--- src/rtl/pucch1_spread_ctrl_if.sv ---
// Spreader-side bus of the PUCCH format 1 spreading controller.
// master: controller (drives start/next/nSF/occi), slave: spreader.
interface pucch1_spread_ctrl_if;
    logic       sp_start;
    logic       sp_next;
    logic [2:0] sp_nSF;
    logic [2:0] sp_occi;
    logic [3:0] sp_wi_phi;
    logic       sp_valid;
    logic       sp_done;

    modport master (
        output sp_start, sp_next, sp_nSF, sp_occi,
        input  sp_wi_phi, sp_valid, sp_done
    );

    modport slave (
        input  sp_start, sp_next, sp_nSF, sp_occi,
        output sp_wi_phi, sp_valid, sp_done
    );
endinterface

--- src/rtl/pucch1_spread_ctrl.sv ---
// PUCCH format 1 spreading controller.
// Validates a request, then runs one or two hops on the spreader: a one-cycle
// start per hop, sp_next until nSF elements are requested, and forwards
// nSF received phase beats per hop with one cycle of latency.
// Build option: define PUCCH1_CTRL_HOP_EN to enable intra-slot hopping
// (two hops); otherwise i_hop is ignored and only hop 0 exists.
module pucch1_spread_ctrl #(
    parameter int unsigned MAX_NSYM = 14
) (
    input  logic                  clk,
    input  logic                  rst,
    input  logic                  i_start,
    input  logic [3:0]            i_nsym,
    input  logic                  i_hop,
    input  logic [2:0]            i_occi,
    pucch1_spread_ctrl_if.master  sp,
    output logic [3:0]            o_wi_phi,
    output logic                  o_hop,
    output logic [2:0]            o_m,
    output logic                  o_valid,
    output logic                  o_busy,
    output logic                  o_done,
    output logic                  o_err
);

    typedef enum logic [2:0] {
        S_IDLE,
        S_CHECK,
        S_HSTART,
        S_RUN,
        S_FIN
    } state_t;

    state_t     state_q, state_d;
    logic [3:0] nsym_q;
    logic [2:0] occi_q;
    logic [2:0] issued_q;
    logic [2:0] rcvd_q;
    logic [2:0] nsf0, nsf_min, nsf_cur;
    logic       req_bad;
    logic       beat_acc;
    logic       last_beat;
    logic       next_hop;
    logic       unused_sp_done;

    assign unused_sp_done = sp.sp_done;

    // Only beats arriving during RUN belong to the allocation.
    assign beat_acc  = (state_q == S_RUN) && sp.sp_valid;
    assign last_beat = beat_acc && ((rcvd_q + 3'd1) == nsf_cur);

`ifdef PUCCH1_CTRL_HOP_EN
    logic       hop_q;
    logic       cur_hop_q;
    logic [2:0] nsf1;

    assign nsf0     = hop_q ? 3'(nsym_q >> 2) : 3'(nsym_q >> 1);
    assign nsf1     = 3'(nsym_q >> 1) - 3'(nsym_q >> 2);
    assign nsf_min  = (hop_q && (nsf1 < nsf0)) ? nsf1 : nsf0;
    assign nsf_cur  = cur_hop_q ? nsf1 : nsf0;
    assign next_hop = hop_q && !cur_hop_q;

    // Hop mode latch, current hop index and the hop tag of each forwarded beat.
    always_ff @(posedge clk or posedge rst) begin
        if (rst) begin
            hop_q     <= 1'b0;
            cur_hop_q <= 1'b0;
            o_hop     <= 1'b0;
        end else begin
            if (state_q == S_IDLE && i_start) begin
                hop_q     <= i_hop;
                cur_hop_q <= 1'b0;
            end else if (last_beat && next_hop) begin
                cur_hop_q <= 1'b1;
            end
            if (beat_acc) begin
                o_hop <= cur_hop_q;
            end
        end
    end
`else
    logic unused_hop;

    assign unused_hop = i_hop;
    assign nsf0       = 3'(nsym_q >> 1);
    assign nsf_min    = nsf0;
    assign nsf_cur    = nsf0;
    assign next_hop   = 1'b0;
    assign o_hop      = 1'b0;
`endif

    assign req_bad = (nsym_q < 4'd4) || ({28'd0, nsym_q} > MAX_NSYM) || (occi_q >= nsf_min);

    // State register.
    always_ff @(posedge clk or posedge rst) begin
        if (rst) begin
            state_q <= S_IDLE;
        end else begin
            state_q <= state_d;
        end
    end

    // Next-state decode and spreader/status outputs.
    always_comb begin
        state_d     = state_q;
        sp.sp_start = 1'b0;
        sp.sp_next  = 1'b0;
        sp.sp_nSF   = '0;
        sp.sp_occi  = '0;
        o_busy      = 1'b0;
        o_err       = 1'b0;
        case (state_q)
            S_IDLE: begin
                if (i_start) begin
                    state_d = S_CHECK;
                end
            end
            S_CHECK: begin
                o_err   = req_bad;
                state_d = req_bad ? S_IDLE : S_HSTART;
            end
            S_HSTART: begin
                sp.sp_start = 1'b1;
                sp.sp_nSF   = nsf_cur;
                sp.sp_occi  = occi_q;
                o_busy      = 1'b1;
                state_d     = S_RUN;
            end
            S_RUN: begin
                sp.sp_next = (issued_q < nsf_cur);
                sp.sp_nSF  = nsf_cur;
                sp.sp_occi = occi_q;
                o_busy     = 1'b1;
                if (last_beat) begin
                    state_d = next_hop ? S_HSTART : S_FIN;
                end
            end
            S_FIN: begin
                o_busy  = 1'b1;
                state_d = S_IDLE;
            end
            default: begin
                state_d = S_IDLE;
            end
        endcase
    end

    // Request latch, per-hop issue/receive counters and registered beat outputs.
    always_ff @(posedge clk or posedge rst) begin
        if (rst) begin
            nsym_q   <= '0;
            occi_q   <= '0;
            issued_q <= '0;
            rcvd_q   <= '0;
            o_wi_phi <= '0;
            o_m      <= '0;
            o_valid  <= 1'b0;
            o_done   <= 1'b0;
        end else begin
            o_valid <= beat_acc;
            o_done  <= (state_q == S_FIN);
            if (beat_acc) begin
                o_wi_phi <= sp.sp_wi_phi;
                o_m      <= rcvd_q;
            end
            case (state_q)
                S_IDLE: begin
                    if (i_start) begin
                        nsym_q <= i_nsym;
                        occi_q <= i_occi;
                    end
                end
                S_HSTART: begin
                    issued_q <= '0;
                    rcvd_q   <= '0;
                end
                S_RUN: begin
                    if (sp.sp_next) begin
                        issued_q <= issued_q + 3'd1;
                    end
                    if (sp.sp_valid) begin
                        rcvd_q <= rcvd_q + 3'd1;
                    end
                end
                default: begin
                end
            endcase
        end
    end

endmodule

--- src/flat_wrapper.sv ---
// flat-port wrapper written by rule: the top's interface ports become plain ports
module pucch1_spread_ctrl_flat 
#(
    parameter int unsigned MAX_NSYM = 14
)
  (clk, rst, i_start, i_nsym, i_hop, i_occi, o_wi_phi, o_hop, o_m, o_valid, o_busy, o_done, o_err, sp_sp_start, sp_sp_next, sp_sp_nSF, sp_sp_occi, sp_sp_wi_phi, sp_sp_valid, sp_sp_done);
  pucch1_spread_ctrl_if sp_i ();
  input  logic clk;
  input  logic rst;
  input  logic i_start;
  input  logic [3:0] i_nsym;
  input  logic i_hop;
  input  logic [2:0] i_occi;
  output logic [3:0] o_wi_phi;
  output logic o_hop;
  output logic [2:0] o_m;
  output logic o_valid;
  output logic o_busy;
  output logic o_done;
  output logic o_err;
  output wire logic [$bits(sp_i.sp_start)-1:0] sp_sp_start;
  output wire logic [$bits(sp_i.sp_next)-1:0] sp_sp_next;
  output wire logic [$bits(sp_i.sp_nSF)-1:0] sp_sp_nSF;
  output wire logic [$bits(sp_i.sp_occi)-1:0] sp_sp_occi;
  input wire logic [$bits(sp_i.sp_wi_phi)-1:0] sp_sp_wi_phi;
  input wire logic [$bits(sp_i.sp_valid)-1:0] sp_sp_valid;
  input wire logic [$bits(sp_i.sp_done)-1:0] sp_sp_done;
  assign sp_sp_start = sp_i.sp_start;
  assign sp_sp_next = sp_i.sp_next;
  assign sp_sp_nSF = sp_i.sp_nSF;
  assign sp_sp_occi = sp_i.sp_occi;
  assign sp_i.sp_wi_phi = sp_sp_wi_phi;
  assign sp_i.sp_valid = sp_sp_valid;
  assign sp_i.sp_done = sp_sp_done;
  pucch1_spread_ctrl #(.MAX_NSYM(MAX_NSYM)) u_core (.clk(clk), .rst(rst), .i_start(i_start), .i_nsym(i_nsym), .i_hop(i_hop), .i_occi(i_occi), .sp(sp_i), .o_wi_phi(o_wi_phi), .o_hop(o_hop), .o_m(o_m), .o_valid(o_valid), .o_busy(o_busy), .o_done(o_done), .o_err(o_err));
endmodule
--- config.mk ---
export PLATFORM = sky130hd
export DESIGN_NAME = pucch1_spread_ctrl_flat
export DESIGN_NICKNAME = d
export VERILOG_FILES = /design/src/rtl/pucch1_spread_ctrl_if.sv /design/src/rtl/pucch1_spread_ctrl.sv /design/src/flat_wrapper.sv
export SDC_FILE = /design/constraint.sdc
export NUM_CORES = 1
export LEC_CHECK = 0
export ABC_AREA = 1
export ABC_CLOCK_PERIOD_IN_PS = 3700
export CORE_UTILIZATION = 35
export CTS_BUF_LIST = sky130_fd_sc_hd__clkbuf_4 sky130_fd_sc_hd__clkbuf_8
export DETAILED_ROUTE_END_ITERATION = 8
export PLACE_DENSITY_LB_ADDON = 0.1
export SLEW_MARGIN = 10
export SYNTH_ARGS = -nofsm -noshare
export SYNTH_HDL_FRONTEND = slang
export SYNTH_SLANG_ARGS = --single-unit
--- constraint.sdc ---
create_clock -name clk -period 3.7 [get_ports clk]
set_input_delay 0.925 -clock clk [delete_from_list [all_inputs] [get_ports clk]]
set_output_delay 0.925 -clock clk [all_outputs]
set_load 0.05 [all_outputs]
-- Word-level counts from Yosys, hierarchy flattened
Cells that the tools add are included.
- latch bits: 0
- memories: 0
- register bits after elaboration: 25
- output and inout port bits: 20
- bits in writable memories: 0
- memory bits (read-only): 0
- $add $sub $neg: 2
- reduce and logical (&&, ||, !) cells: 12
- muxes and demuxes: 14
- bitwise gates (word level): 0
- $mul: 0
- equal/unequal tests: 9
- $lt $le $gt $ge: 4
- div/mod/pow operators: 0
- shift operators: 0
- operators with widths (kind ; number):
    3-bit 2-to-1 mux ; 6
    3-bit case mux with 2 select lines ; 2
    3-bit case mux with 4 select lines ; 1
    2-bit AND reduction ; 4
    3-bit by 1-bit adder with 3-bit output (second input constant) ; 2
    3-bit by 2-bit equality test with 1-bit output (second input constant) ; 2
    2-bit inequality test (second input constant) ; 3
    4-bit greater-than comparator (second input constant) ; 1
    4-bit by 3-bit < comparator with 1-bit output (second input constant) ; 1
    1-bit 2-to-1 mux ; 4
    3-bit by 1-bit equality test with 1-bit output (second input constant) ; 1
    3-bit equality test ; 1
    3-bit equality test (second input constant) ; 1
    3-bit greater-or-equal comparator ; 1
    3-bit logical NOT ; 1
    3-bit < comparator ; 1
    3-bit OR reduction ; 1
    1-bit logical AND ; 2
    1-bit logical OR ; 2
    2-bit 2-to-1 mux ; 1
    2-bit by 1-bit inequality test with 1-bit output (second input constant) ; 1
    2-bit nonzero test ; 1
    2-bit OR reduction ; 1

-- Longest topological paths before layout
Gate-level depths: netlist of run 1.
- word-level depth: 5
- mapped depth: 8
- mapped depth without buffers: 8

-- Worst setup path before layout of run 1
Ideal clock, no wire load.
- kind: register to output
- from: reg u_core.nsym_q[2]
- to: out o_err
- data required time: 2.775 ns
- slack: 0.775 ns
- arrival: 2.000 ns
- buffers on the path: 0
- cell stages (with the launch flop): 7
- cell sequence: dfrtp_1 -> inv_1 -> ha_1 -> o21ai_0 -> nand2_1 -> nand2_1 -> a21boi_0
- longest elaborated chain between the ends: 4
- elaborated cells on any way between the ends: 6
- classes of those cells: order compare (3); mux (1); reduce/logical (2)
- RTL lines (what ; line ; source):
    start, declared ; pucch1_spread_ctrl.sv:35 ; logic [3:0] nsym_q;
    start signal, assigned ; pucch1_spread_ctrl.sv:169 ; nsym_q <= i_nsym;
    4-bit by 3-bit < comparator with 1-bit output or 4-bit greater-than comparator (tied branches) ; pucch1_spread_ctrl.sv:92 ; assign req_bad = (nsym_q < 4'd4) || ({28'd0, nsym_q} > MAX_NSYM) || (occi_q >= nsf_min);
    1-bit logical OR ; pucch1_spread_ctrl.sv:92 ;
    1-bit logical OR * ; pucch1_spread_ctrl.sv:92 ;
    1-bit 2-to-1 mux * ; pucch1_spread_ctrl.sv:112 ; case (state_q)
    end, declared ; flat_wrapper.sv:20 ; output logic o_err;
Every way passes the cells marked *; elsewhere a longest branch is shown, timed or not.

-- Worst setup path in the final report of run 1
- from: reg u_core.state_q[0]
- to: out sp_sp_nSF[2]
- longest elaborated chain between the ends: 3
- elaborated cells on any way between the ends: 4
- classes of those cells: eq/ne (2); mux (1); reduce/logical (1)
- RTL lines (what ; line ; source):
    start, declared ; pucch1_spread_ctrl.sv:34 ; state_t state_q, state_d;
    start signal, assigned ; pucch1_spread_ctrl.sv:99 ; state_q <= state_d;
    3-bit by 2-bit equality test with 1-bit output ; pucch1_spread_ctrl.sv:112 ;
    2-bit OR reduction (no source line) * ; - ;
    3-bit 2-to-1 mux * ; pucch1_spread_ctrl.sv:112 ;
    end, declared ; flat_wrapper.sv:23 ; output wire logic [$bits(sp_i.sp_nSF)-1:0] sp_sp_nSF;
Marked as above.

==> results of run 1 <==
==> cells in the final DEF, fill, tap and decap left out <==
master           instances
nand2_4                  1
nor2_1                  17
mux2_2                   1
a21boi_0                 1
clkbuf_8                 3
a21oi_1                  7
inv_1                   22
clkdlybuf4s50_1         33
o21bai_1                 1
conb_1                   1
dfrtp_1                 25
o21ai_0                  7
nand3_4                  1
nand3_2                  3
ha_1                     7
inv_2                    1
inv_4                    1
nor2_8                   1
clkinv_2                 2
xor2_1                   1
nand3_1                 11
nand2_1                 40
o211ai_1                 1
o21ai_2                  1
o21a_1                   1
nor3_1                   1
==> worst max-delay path, delay by kind of cell, from the launching register on <==
kind | cells | cell delay (ns)
flip-flops | 1 | 0.43
AND/OR/NAND/NOR | 4 | 0.69
buffers and inverters | 2 | 0.96
==> cell families (layout without fill, tap and decap cells) <==
group	Yosys count	in the layout	share of synthesized area, %
multiplexers	1	1	0.859
buffers and inverters	27	62	8.59
adder cells (fa/ha/maj)	7	7	6.68
flip-flops	25	25	47.7
other	1	1	0.286
XOR/XNOR	1	1	0.668
AO/OA/AOI/OAI	19	19	8.30
AND/OR/NAND/NOR	75	75	26.9
==> area by class of cell <==
type                       instances  area (um2)
clock buffer                       3        41.3
clock inverter                     1        5.00
fill                             345        1740
inverter                          25        97.6
multi-input combinational        104         573
sequential                        25         626
tap                               46        57.6
timing repair buffer              33         330
==> where the power goes <==
part | switching [mW] | total [mW] | leakage, nW | internal [mW]
logic | 0.771 | 1.14 | 0.553 | 0.369
clock network | 0.0888 | 0.164 | 0.0255 | 0.0754
registers | 0.0785 | 0.459 | 0.310 | 0.380
total | 0.938 | 1.76 | 0.888 | 0.824
==> sequential cells by signal (all words and copies together), names as in the netlist <==
| name | cells |
|---|---|
| u_core.nsym_q | 4 |
| u_core.o_wi_phi | 4 |
| u_core.issued_q | 3 |
| u_core.o_m | 3 |
| u_core.occi_q | 3 |
| u_core.rcvd_q | 3 |
| u_core.state_q | 3 |
| u_core.o_done | 1 |
| u_core.o_valid | 1 |
==> worst min-delay path by stage <==
stage	end	startpoint	depth (start not counted)
final	u_core.o_wi_phi[0]	u_core.o_wi_phi[0]	2
after CTS	u_core.o_wi_phi[0]	u_core.o_wi_phi[0]	2
after detailed placement	u_core.o_wi_phi[0]	u_core.o_wi_phi[0]	2
after floorplan	u_core.nsym_q[0]	u_core.nsym_q[0]	1
after global placement	u_core.o_wi_phi[0]	u_core.o_wi_phi[0]	2
after global routing	u_core.o_wi_phi[0]	u_core.o_wi_phi[0]	2
==> metal layers <==
layer / track usage [%] / up-vias / part of all wire (%)
li1: - / 560 / -
met1: 18.3 / 502 / 45
met2: 26.6 / 29 / 50
met3: 3.99 / 2 / 4.4
met4: 3.41 / 0 / 0.82
met5: 0 / - / 0
==> metrics by stage <==
step                      util (%)  setup WS (ns)  total power [mW]
after global routing          49.9          0.251              1.89
final                         49.9          0.419              1.76
after floorplan                  -          0.775              1.27
after CTS                     49.9          0.382              1.78
after detailed placement      48.6          0.695              1.62
after global placement        48.6          0.769              1.59
==> impl_results.md, run 1 <==
- Routed len/inst: approximately 11 um
- Total Nets Final: ~220
- Vias: 1093
- Skew-Pair Late Insertion Delay: approximately 0.27 ns
- Vias in the first global route: about 1100
- Final TNS setup: 0 ns
- Yosys reg bits: 25
- Final Hold Vio Count: 0
- Reg2reg setup slack: approximately 2.2 ns
- Largest net degree at the start of global routing: 26
- Min cycle time layout: around 3.3 ns
- Post-synthesis net count: between 150 and 200
- Design area: about 1700 um2
- Unrepaired setup endpoints after global routing: no
- Top post-synthesis cells by count: nand2_1 (40), dfrtp_1 (25), inv_1 (22)
- Nature of the critical path endpoint: output port
- Cts repair resizes: 0
- Gr usage total: 15.1%
- Synth Cell Area: 1310 um2
- Leakage Power: around 0.89 nW
- Netlist cell types: 25
- N_diodes: 0
- Antenna violations before repair: 0
- Slew Viols, Final: 0
- First-pass GRT wire length: approximately 4800 um
- DP Area: roughly 1700 um2
- Antenna-violating nets left: 0
- Crit path max-delay cell type: clkdlybuf4s50_1
- Setup Viol. Count Final: 0
- Kind of critical path: register to output port
- Share of layout cells above drive strength 1: approximately 7.9%
- WP data required: roughly 2.8 ns
- Clk buf depth: 2
- Core footprint: 3470 um2
- Number of setup buffers added after CTS: 0
- Overflow after GRT: 0
- Num CTS Buffers: 3
- Avg Vias per Cell: 4.61
- R2R Path Start: u_core.nsym_q[3]
- Critical path, cell by cell: nor2_1, nand2_1, nand2_1, inv_1, nor2_1, clkdlybuf4s50_1
- Highest clock rate: about 0.3 GHz
- CTS Root Cell: clkbuf_8
- Worst VDD drop: about 0.47 mV
- Yosys top cell area share: a little under half
- Main synth FF type: dfrtp_1
- Crit-path max FO: 7
- Fin Hold WS: 0.477 ns
- Startpoint types: register
- Clock Skew: around 0.0074 ns
- R2r endpoint: u_core.issued_q[0]
- Max_cap viols: 0
- Htree depth: 1
- Critical path origin: u_core.state_q[0]
- FF-to-FF path depth: 6
- Worst-Margin Slew: approximately 0.98 ns
- CTS tree: done
- Max incr delay on CP: slightly above 0.8 ns
- Most common cell in the netlist: nand2_1
- Worst min path class: register to register
- Initial core utilization: 37.8%
- Die height: approximately 63 um
- Area contributors post-synth: dfrtp_1 (48%), nand2_1 (11%), ha_1 (6.7%)
- Critical Path AT: 2.36 ns
- Cells after Synth: around 160
- Detailed Route Iter0 Violations: 25
- 1st-pass router iterations: 4
- Post-synth EDFFs: 0
- Final Cycle Share: around nine tenths
- Die width: 63.2 um
- Die area: around 4000 um2
- Syn. warnings: 0
- GP Congestion: ~0.80
- Cell Count Post-Placement: 233
- Non-Filler Instances: ~240
- Slew headroom: about a third
- Sequential-to-total area share from yosys stat: ~48%
- CTS Sinks: 25
- Worst-path clk slew: ~0.090 ns
- CP endpoint: sp_sp_nSF[2]
- Layout area overhead: 32.0%
- IO buf count: 33
- Std cell rows: 21
- Status: finished clean
- Hold_buf cts: 0
- Post-synth top area cell: dfrtp_1
- P per Cell Area: slightly above 1000 nW/um2
- DP Wirelength: 2040 um
- Syn avg cell area: approximately 8.4 um2
- Top Ports: 37
- Drc violations: 0
- Post-Route WL: roughly 2700 um
- Ys async rst share: between 90% and 100%
(Power assumes the default switching activity.)
==> inputs of run 2 (changes only) <==
--- a/config.mk
+++ b/config.mk
@@ -5,8 +5,8 @@
 export SDC_FILE = /design/constraint.sdc
 export NUM_CORES = 1
 export LEC_CHECK = 0
-export ABC_AREA = 1
 export ABC_CLOCK_PERIOD_IN_PS = 3700
+export CORE_ASPECT_RATIO = 0.7
 export CORE_UTILIZATION = 35
 export CTS_BUF_LIST = sky130_fd_sc_hd__clkbuf_4 sky130_fd_sc_hd__clkbuf_8
 export DETAILED_ROUTE_END_ITERATION = 8
==> impl_results.md, run 2 <==
- Post-synthesis net count: 140
- Share of layout cells above drive strength 1: between 10% and 20%
- First-pass GRT wire length: roughly 4300 um
- Reg area: ~630 um2
- Total Nets Final: ~170
- Fin Hold WS: between 0.4 and 0.5 ns
- Crit path max-delay cell type: clkdlybuf4s50_1
- Netlist cell types: 34
- Ys async rst share: 100%
- Highest clock rate: roughly 0.3 GHz
- Post-synth top area cell: dfrtp_1
- Cells after Synth: approximately 120
- Worst-Margin Slew: roughly 0.97 ns
- CTS tree: done
- Die width: 74.7 um
- DP Wirelength: approximately 1900 um
- Setup Viol. Count Final: 0
- Top Ports: 37
- Cts repair resizes: 0
- Yosys top cell area share: between 40% and 50%
- Top delay family on crit path: buffers and inverters
- Status: finished clean
- Worst path bufs/invs: 1
- Final TNS setup: 0 ns
- Syn. warnings: 0
- Post-synth EDFFs: 0
- Max_cap viols: 0
- 1st-pass router iterations: 6
- Setup ws final: around 0.32 ns
- Sequential-to-total area share from yosys stat: between 40% and 50%
- Nature of the critical path endpoint: output port
- Number of setup buffers added after CTS: 0
- Antenna violations before repair: 0
- Overflow after GRT: 0
- Vias: 929
- Main synth FF type: dfrtp_1
- Final Hold Vio Count: 0
- Slew headroom: a little over a third
- Hold_buf cts: 0
- Drc violations: 0
- Skew-Pair Late Insertion Delay: between 0.2 and 0.3 ns
- CTS Root Cell: clkbuf_8
- Vias in the first global route: between 900 and 1000
- Antenna-violating nets left: 0
- Std cell rows: 18
- Most common cell in the netlist: dfrtp_1
- Routed len/inst: about 13 um
- Crit-path max FO: 6
- Kind of critical path: register to output port
- Commonest non-fill, non-tap cell in the layout: clkdlybuf4s50_1
- Synth Cell Area: between 1000 and 1500 um2
- Post-Route WL: 2550 um
- Core footprint: about 3500 um2
- Yosys reg bits: 25
- Initial core utilization: between 30% and 40%
- Num CTS Buffers: 3
- WP data required: between 2 and 3 ns
- Top post-synthesis cells by count: dfrtp_1 (25), inv_1 (10), nand2_1 (10)
- Avg Vias per Cell: 4.67
- Critical path, cell by cell: ha_1, nand2b_1, a21o_1, a211o_1, nor2b_1, clkdlybuf4s50_1
- Clk buf depth: 2
- Clock Skew: approximately 0.0017 ns
- GP Congestion: between 0.7 and 0.8
- Htree depth: 1
- Most frequent cells in the layout: clkdlybuf4s50_1 (33), dfrtp_1 (25), inv_1 (10), nand2_1 (10), mux2_2 (9)
- Gr usage total: around 15%
- Largest net degree at the start of global routing: 26
- Worst slack, placed: 0.612 ns
- Syn avg cell area: 11.2 um2
- Area occupied by multi-input gates: around 600 um2
- N_diodes: 0
- IO buf count: 33
- Worst min path class: register to register
- Biggest regs: u_core.nsym_q x4, u_core.o_wi_phi x4
- Worst-path clk slew: 0.09 ns
- # fillers: 355
- Detailed Route Iter0 Violations: 29
- Unrepaired setup endpoints after global routing: no
- Max incr delay on CP: just under 0.7 ns
- Final Cycle Share: ~91%
- CTS Sinks: 25
- Startpoint types: register
- Area contributors post-synth: dfrtp_1 (48%), mux2_2 (7.8%), ha_1 (6.8%)
- Layout area overhead: 31.9%
- Slew Viols, Final: 0
- Die height: 52.9 um
- Die area: around 4000 um2
- Critical Path AT: around 2.5 ns
- Min cycle time layout: roughly 3.4 ns
[run 2: cell types whose count changed in the layout (fill, tap and decap cells not counted), moves of 5 or more]
cell     before  now
mux2_2        1    9
nand2_1      40   10
inv_1        22   10
nor2_1       17    6
nand3_1      11    3
a21oi_1       7    2
[run 2: path summary, 6_finish.rpt]
check	slack, ns	from	depth (start not counted)	to
worst max-delay path	0.32	u_core.nsym_q[1]	6	o_err
worst max register to register	2.03	u_core.state_q[0]	2	u_core.nsym_q[1]
min in group asynchronous	1.18	rst	2	u_core.o_done
worst min register to register	0.49	u_core.o_m[2]	2	u_core.o_m[2]
max in group asynchronous	1.94	rst	2	u_core.o_wi_phi[0]
worst min-delay path	0.49	u_core.o_m[2]	2	u_core.o_m[2]
[run 2: worst register-to-register path, delay by kind of cell (launching register included)]
family | cells | cell delay [ns]
multiplexers | 1 | 0.41
flip-flops | 1 | 0.53
AND/OR/NAND/NOR | 1 | 0.61
[run 2: metal layers]
layer / up-vias / global-route usage (%) / routed length [um]
met3: 2 / 4.00 / 90
met5: - / 0 / 0
met1: 449 / 20.3 / 1280
met2: 19 / 24.2 / 1170
li1: 459 / - / -
met4: 0 / 1.89 / 10
[run 2: layout make-up]
type                            count  share of cell area, %
Timing Repair Buffer               33                   19.3
Tap cell                           50                   3.66
Multi-Input combinational cell     77                   35.4
Clock buffer                        4                   2.86
Inverter                           10                   2.20
Sequential cell                    25                   36.6
[run 2: metrics by stage]
stage | instance area, um2 | cells | utilization (%)
after global routing | 1710 | 199 | 48.3
after global placement | 1660 | 195 | 47.0
after CTS | 1710 | 199 | 48.3
after floorplan | 1300 | 116 | -
after detailed placement | 1660 | 195 | 47.0
final | 1710 | 199 | 48.3
[run 2: cell families after synthesis]
family / share of synthesized area (%)
XOR/XNOR: 2.70
other: 0.289
adder cells (fa/ha/maj): 6.76
AO/OA/AOI/OAI: 8.49
flip-flops: 48.3
buffers and inverters: 5.12
AND/OR/NAND/NOR: 18.2
multiplexers: 10.1
Power of run 2 is not shown: default switching activity piles up to over one toggle a cycle in this logic, so the estimate is an artifact.
